$ cat config.mk
export PLATFORM = sky130hd
export DESIGN_NAME = ex_mem_skid
export DESIGN_NICKNAME = d
export VERILOG_FILES = /design/src/rtl/ex_mem_skid.sv
export SDC_FILE = /design/constraint.sdc
export NUM_CORES = 1
export LEC_CHECK = 0
export BUFFER_PORTS_ARGS = -buffer_cell sky130_fd_sc_hd__buf_2
export CAP_MARGIN = 10
export CORE_UTILIZATION = 48
export CTS_CLUSTER_DIAMETER = 150
export DETAILED_ROUTE_END_ITERATION = 7
export PLACE_DENSITY = 0.76
export SLEW_MARGIN = 40
export SYNTH_ARGS = -nofsm -noshare
export SYNTH_HDL_FRONTEND = slang
export SYNTH_SLANG_ARGS = --single-unit
$ cat constraint.sdc
create_clock -name clk -period 2.45 [get_ports clk]
set_input_delay 0.245 -clock clk [delete_from_list [all_inputs] [get_ports clk]]
set_output_delay 0.245 -clock clk [all_outputs]
set_load 0.1 [all_outputs]
$ cat src/rtl/ex_mem_skid.sv
// EX/MEM stage register with a valid/ready handshake, a two-entry skid buffer and a synchronous flush.
// Defining EX_MEM_SKID_HILO_EN adds HI/LO write-back fields alongside the register write-back.
module ex_mem_skid #(
  parameter int DATA_W   = 32,
  parameter int ADDR_W   = 5,
  parameter int NOP_ADDR = 0
) (
  input  logic              clk,
  input  logic              rst,
  input  logic              flush,
  input  logic              ex_valid,
  output logic              ex_ready,
  input  logic [ADDR_W-1:0] ex_wd,
  input  logic              ex_wreg,
  input  logic [DATA_W-1:0] ex_wdata,
`ifdef EX_MEM_SKID_HILO_EN
  input  logic              ex_whilo,
  input  logic [DATA_W-1:0] ex_hi,
  input  logic [DATA_W-1:0] ex_lo,
  output logic              mem_whilo,
  output logic [DATA_W-1:0] mem_hi,
  output logic [DATA_W-1:0] mem_lo,
`endif
  output logic              mem_valid,
  input  logic              mem_ready,
  output logic [ADDR_W-1:0] mem_wd,
  output logic              mem_wreg,
  output logic [DATA_W-1:0] mem_wdata
);

  typedef struct packed {
    logic [ADDR_W-1:0] wd;
    logic              wreg;
    logic [DATA_W-1:0] wdata;
`ifdef EX_MEM_SKID_HILO_EN
    logic              whilo;
    logic [DATA_W-1:0] hi;
    logic [DATA_W-1:0] lo;
`endif
  } entry_t;

  typedef enum logic [1:0] {S_EMPTY, S_ONE, S_TWO} state_t;

  // An empty slot always holds this value, so the outputs need no gating.
  localparam entry_t NOP_ENTRY = '{wd: ADDR_W'(NOP_ADDR), default: '0};

  state_t state_reg;
  entry_t main_reg;
  entry_t skid_reg;
  entry_t in_entry;
  logic   ready_reg;
  logic   valid_reg;
  logic   accept;
  logic   pop;

  assign accept = ex_valid && ready_reg;
  assign pop    = valid_reg && mem_ready;

  always_comb begin
    in_entry       = NOP_ENTRY;
    in_entry.wd    = ex_wd;
    in_entry.wreg  = ex_wreg;
    in_entry.wdata = ex_wdata;
`ifdef EX_MEM_SKID_HILO_EN
    in_entry.whilo = ex_whilo;
    in_entry.hi    = ex_hi;
    in_entry.lo    = ex_lo;
`endif
  end

  always_ff @(posedge clk or posedge rst) begin
    if (rst) begin
      state_reg <= S_EMPTY;
      main_reg  <= NOP_ENTRY;
      skid_reg  <= NOP_ENTRY;
      ready_reg <= 1'b1;
      valid_reg <= 1'b0;
    end else if (flush) begin
      state_reg <= S_EMPTY;
      main_reg  <= NOP_ENTRY;
      skid_reg  <= NOP_ENTRY;
      ready_reg <= 1'b1;
      valid_reg <= 1'b0;
    end else begin
      case (state_reg)
        S_EMPTY: begin
          if (accept) begin
            main_reg  <= in_entry;
            state_reg <= S_ONE;
            valid_reg <= 1'b1;
          end
        end
        S_ONE: begin
          if (accept && pop) begin
            main_reg <= in_entry;
          end else if (accept) begin
            // Downstream stalled: park the younger entry and drop ready.
            skid_reg  <= in_entry;
            state_reg <= S_TWO;
            ready_reg <= 1'b0;
          end else if (pop) begin
            main_reg  <= NOP_ENTRY;
            state_reg <= S_EMPTY;
            valid_reg <= 1'b0;
          end
        end
        S_TWO: begin
          if (pop) begin
            main_reg  <= skid_reg;
            skid_reg  <= NOP_ENTRY;
            state_reg <= S_ONE;
            ready_reg <= 1'b1;
          end
        end
        default: begin
          state_reg <= S_EMPTY;
          main_reg  <= NOP_ENTRY;
          skid_reg  <= NOP_ENTRY;
          ready_reg <= 1'b1;
          valid_reg <= 1'b0;
        end
      endcase
    end
  end

  assign ex_ready  = ready_reg;
  assign mem_valid = valid_reg;
  assign mem_wd    = main_reg.wd;
  assign mem_wreg  = main_reg.wreg;
  assign mem_wdata = main_reg.wdata;
`ifdef EX_MEM_SKID_HILO_EN
  assign mem_whilo = main_reg.whilo;
  assign mem_hi    = main_reg.hi;
  assign mem_lo    = main_reg.lo;
`endif

endmodule

Word-level counts from Yosys, hierarchy flattened
Index checks and enable logic that the tools add are counted.

Add/subtract/negate cells: 0. Multiply operators: 0. Div/mod/pow operators: 0. Order comparisons: 0. Equality and inequality tests: 13. Shift operators: 0. Muxes and demuxes: 28. Bitwise gates (word level): 0. Reductions and logical operators: 8.

Operator list (count): 2-to-1 mux 38 bit (8); case mux 38 bit (3 select lines) (2); != test 3 bit, second input constant (6); 2-to-1 mux 2 bit (6); != test 4 bit, second input constant (3); AND reduction 4 bit (3); 2-to-1 mux 1 bit (9); case mux 1 bit (3 select lines) (2); case mux 2 bit (3 select lines) (1); AND reduction 5 bit (1); != test 2 bit, second input constant (2); logical AND 1 bit (3); == test 2 x 1 -> 1 bit, second input constant (1); == test 2 bit, second input constant (1); logical NOT 2 bit (1).

Flip-flop bits (word level): 80. Bits in latches: 0. Memory bits (writable): 0. Bits in read-only memories: 0. Input port bits: 43. Word-level logic and storage cells: 58. Memories: 0.

Depth between registers and ports, before layout
Word-level depth: 6. Mapped depth: 7. Gate-level depth less buffers: 4.

Worst setup path before layout
No wires, ideal clock.

Kind: reg-to-reg. From: reg valid_reg (netlist: mem_valid). To: reg skid_reg[0] (netlist bit). Library setup time: 65 ps. Data arrival time: 2064 ps. Required time: 2385 ps. Setup slack: 321 ps. Cell stages (with the launch flop): 7. Path buffers: 2. Path through: dfrtp_1 > nand2_1 > a31o_1 > a21oi_2 > buf_4 > buf_6 > a22o_1.

Longest elaborated chain between the ends: 4.

RTL lines: from (decl) (line 52) `logic valid_reg;`; from (signal assigned) (line 77) `valid_reg <= 1'b0;`; from (signal assigned) (line 83) `valid_reg <= 1'b0;`; from (signal assigned) (line 90) `valid_reg <= 1'b1;`; logical AND 1 bit * (line 57) `assign pop = valid_reg && mem_ready;`; logical AND 1 bit (line 94) `if (accept && pop) begin`; != test 3 bit (no source line); AND reduction 4 bit (no source line) *; to (signal assigned) (line 98) `skid_reg <= in_entry;`; to (decl) (line 49) `entry_t skid_reg;`.

Every way passes the cells marked *; elsewhere a longest branch is shown, timed or not. A chain may end at the register's enable or synchronous reset.

Worst setup path after layout
From: reg state_reg[1]. To: reg main_reg (netlist bit mem_wdata[23]).

Longest elaborated chain between the ends: 3.

RTL lines: from (decl) (line 47) `state_t state_reg;`; from (signal assigned) (line 73) `state_reg <= S_EMPTY;`; from (signal assigned) (line 79) `state_reg <= S_EMPTY;`; from (signal assigned) (line 89) `state_reg <= S_ONE;`; == test 2 x 1 -> 1 bit, or another cell as far along (line 85) `case (state_reg)`; != test 4 bit (no source line), or another cell as far along; AND reduction 4 bit (no source line) or 2-to-1 mux 38 bit (tied branches); to (signal assigned) (line 88) `main_reg <= in_entry;`; to (signal assigned) (line 95) `main_reg <= in_entry;`; to (signal assigned) (line 109) `main_reg <= skid_reg;`; to (decl) (line 48) `entry_t main_reg;`.

Several ways; a longest one is shown, not always the timed one.

==> impl_results.md <==
- Run status: finished clean
- Crit-path cells: nor2b_4 -> a32oi_1 -> a21o_2 -> buf_12 -> o2bb2ai_1
- End of the worst register-to-register path: mem_wdata[23]
- Horizontal die dimension: 86.9 um
- Cell depth of the worst setup path: 5
- # fillers: 589
- Post-Syn Nets: 297
- Detailed-route wire length: 8020 um
- Count of H-tree levels built during CTS: 3
- Arrival time reported for the critical path endpoint: 2130 ps
- Post-Syn Instances: 254
- Startpoint-to-endpoint class of the critical path: flip-flop to flip-flop
- Area of combinational cells with multiple inputs: 1300 um^2
- Transition time at the pin with the least slew margin: 493 ps
- Start point of the worst min-delay path: ex_wdata[29]
- Mean number of vias per cell: 5.96
- Register-to-Register Path Depth: 5
- Drt wl/cell: 18.5 um
- Vertical die dimension: 86.9 um
- Number of maximum-capacitance constraint violations: 0
- TritonCTS clock tree: done
- Sequential cell area in the final layout: 2000 um^2
- Via Count: 2,582
- Top library cells by usage in the layout, fill and taps aside: buf_2, dfrtp_1, a22oi_1, a22o_1, o2bb2ai_2
- Clock net sink count: 80
- Clock Skews: 9.73 ps
- Peak clock frequency supported by timing: 538 MHz
- Compound-gate portion of the synthesized area: 33.9%
- Total count of max-transition violations in the final report: 0
- Worst setup slack for register-to-register paths: 590 ps
- Detailed placement HPWL: 5010 um
- Final critical-path required period: 1860 ps
- Top metal layer carrying routed signals: met4
- Placement Cell Area: 3960 um^2
- Root buffer cell: clkbuf_8
- Area of the die: 7550 um^2
- Peak per-stage delay on the critical path: 530 ps
- Design Area, Final: 4140 um^2
- Worst-case vdd ir drop: 405 uV
- Share of synthesized cell area in full adder, half adder and majority cells: 0%
- Share of layout cells above drive strength 1: 40.1%
- Post-synthesis xor/xnor area fraction: 0%
- Buf/Inv on CP: 1
- Count of routing violations after the opening detailed-route iteration: 253
- Largest net degree at the start of global routing: 81
- Master of the slowest instance on the critical path: dfrtp_1
- Number of buffers created by CTS: 9
- Global routing usage summed across all routing layers: 22.6%
- Via count of the first global-routing pass: 2,600
- Synth cell types: 31
- Total Negative Setup Slacks: 0 ps
- Final period utilization: 75.8%
- Met3 WL post-DR: 440 um
- Area Overhead vs Synth: 19.8%
- Clock Path Buffers: 2
- Leading cell type in the layout, fill and taps excluded: buf_2
- Origin of the worst setup path: state_reg[1]
- Routed length on met1: 3720 um
- Mux cell area share after synthesis: 0%
- Placeable core area: 6870 um^2
- Setup repair after global routing missed its margin: false
- Endpoint class of the critical path: flip-flop
- First-pass GRT wire length: 13,000 um
- DRC violation count after routing: 0
- Min-delay worst type: primary input to flip-flop
- Cell depth of the worst min-delay path: 2
- Leakage power total: 0.00206 uW
- Finished Core Util: 60.3%
- Normalized max-slew margin: 67.1%
- Share of the yosys chip area belonging to registers: 57.9%
- Critical path capture point: mem_wdata[23]
- Max reg flops: 38
- Quantity of I/O buffers inserted on ports: 82
- Hold Fails Final Rpt: 0
- Simple-Gate Fraction of Synth Area: 2.86%
- Yosys Warn Count: 0
- TritonRoute pass-1 iters: 5
- Number of nets still failing antenna checks after routing: 0
- Worst skew pair latency: 350 ps
- Number of nets at the end of the flow: 375
- Launch instance of the worst register-to-register path: state_reg[1]
- Setup-violating endpoint count in the final report: 0
- Required time of the worst setup path: 2720 ps
- Top-level port count: 83
- Wire length on met2: 3790 um
- Aggregate global routing overflow: 0
- Maximum fanout along the worst path: 28
- Largest family of logic cells by synthesized area: compound AO/OA/AOI/OAI gates
- Standard-cell row count: 30
- Flip-flop and latch count after synthesis: 80
- Antenna violations before repair: 0
- Starting density of the core: 50.3%
- Antenna cells: 0
- Pwr/cell area: 896 nW/um^2
- Post-Syn Area per Cell: 13.6 um^2
- Dominant delay contributor by cell family on the critical path: compound AO/OA/AOI/OAI gates
- Clock transition at the registers of the reported paths: 80 ps
- PostCTS Resize Cnt: 0
- Type of origin of the critical path: flip-flop
- Netlist area before placement: 3460 um^2
- Global placement routability congestion: 0.847
where the power goes:
group	internal (uW)	leakage (uW)	switching (uW)	total (uW)
registers	1440	0.00109	101	1540
clock network	394	0.0000930	475	869
logic	285	0.000871	1010	1290
total	2120	0.00206	1580	3710
Yosys cell counts:
master     count  share of area (%)
o21ai_0        1               0.14
dfstp_2        1               0.76
clkbuf_4       2               0.43
o2bb2ai_2     20                8.7
dfrtp_1       79                 57
o21ai_1        1               0.14
o22ai_1        1               0.18
a21oi_2        1               0.25
nor2b_4        1               0.40
nand3b_1       1               0.22
a32oi_1        1               0.25
a211oi_1       1               0.22
nand3_1        2               0.29
nor2_1         2               0.22
a21o_1         2               0.43
buf_6          5                1.6
a22o_1        38                9.6
nand4_1        1               0.18
inv_1          2               0.22
or2_2          1               0.18
nor2b_1        1               0.18
buf_4          6                1.3
a31o_1         1               0.25
nand2_1        6               0.65
clkbuf_1       4               0.43
and4b_1        1               0.29
a21oi_1        6               0.87
o2bb2ai_1     18                4.6
buf_2          9                1.3
and3b_1        1               0.25
a22oi_1       38                8.3
stage by stage:
| stage | std cells | worst slack (ps) | power (uW) | hold WS, ps |
|---|---|---|---|---|
| 6_report | 433 | 592 | 3710 | 125 |
| 5_1_grt | 433 | 484 | 3860 | 111 |
| 4_1_cts | 433 | 601 | 3740 | 109 |
| 3_5_place_dp | 416 | 631 | 2860 | 366 |
| 3_3_place_gp | 416 | 698 | 2840 | 361 |
| 2_1_floorplan | 254 | 155 | 2590 | 308 |
worst min path at each step:
stage	end	slack [ps]
2_1_floorplan	mem_valid	310
3_3_place_gp	skid_reg[2]	360
3_5_place_dp	mem_wdata[1]	370
4_1_cts	skid_reg[29]	110
5_1_grt	skid_reg[29]	110
6_report	skid_reg[29]	120
kinds of logic after synthesis:
logic type | after synthesis
buffers and inverters | 28
DFF | 80
AOI/OAI and AO/OA | 129
and+or+nand+nor | 17
repair_timing:
| action | 4_1_cts | 5_1_grt |
|---|---|---|
| setup buffers | 0 | 0 |
| hold buffers | 1 | 0 |
| hold endpoints to repair | 79 | 0 |
| endpoints found under the setup margin | 0 | 0 |
layer usage:
metal / global-route usage, % / vias up
li1: - / 1160
met1: 32.2 / 1322
met2: 34.2 / 94
met3: 5.21 / 6
met4: 7.42 / 0
met5: 0 / -
worst reg2reg max path: stages, from the launching register on:
cell and delay (ps):
dfrtp_1 530, nor2b_4 360, a32oi_1 180, a21o_2 330, buf_12 210, o2bb2ai_1 180
final cells by class:
type                       instances  share of cell area [%]
sequential                        80                    48.4
multi-input combinational        146                    31.4
timing repair buffer              93                    12.9
clock buffer                      11                    3.41
tap                               96                    2.90
clock inverter                     5                   0.786
inverter                           2                   0.212
No activity file was read; power rests on OpenSTA's default activity.
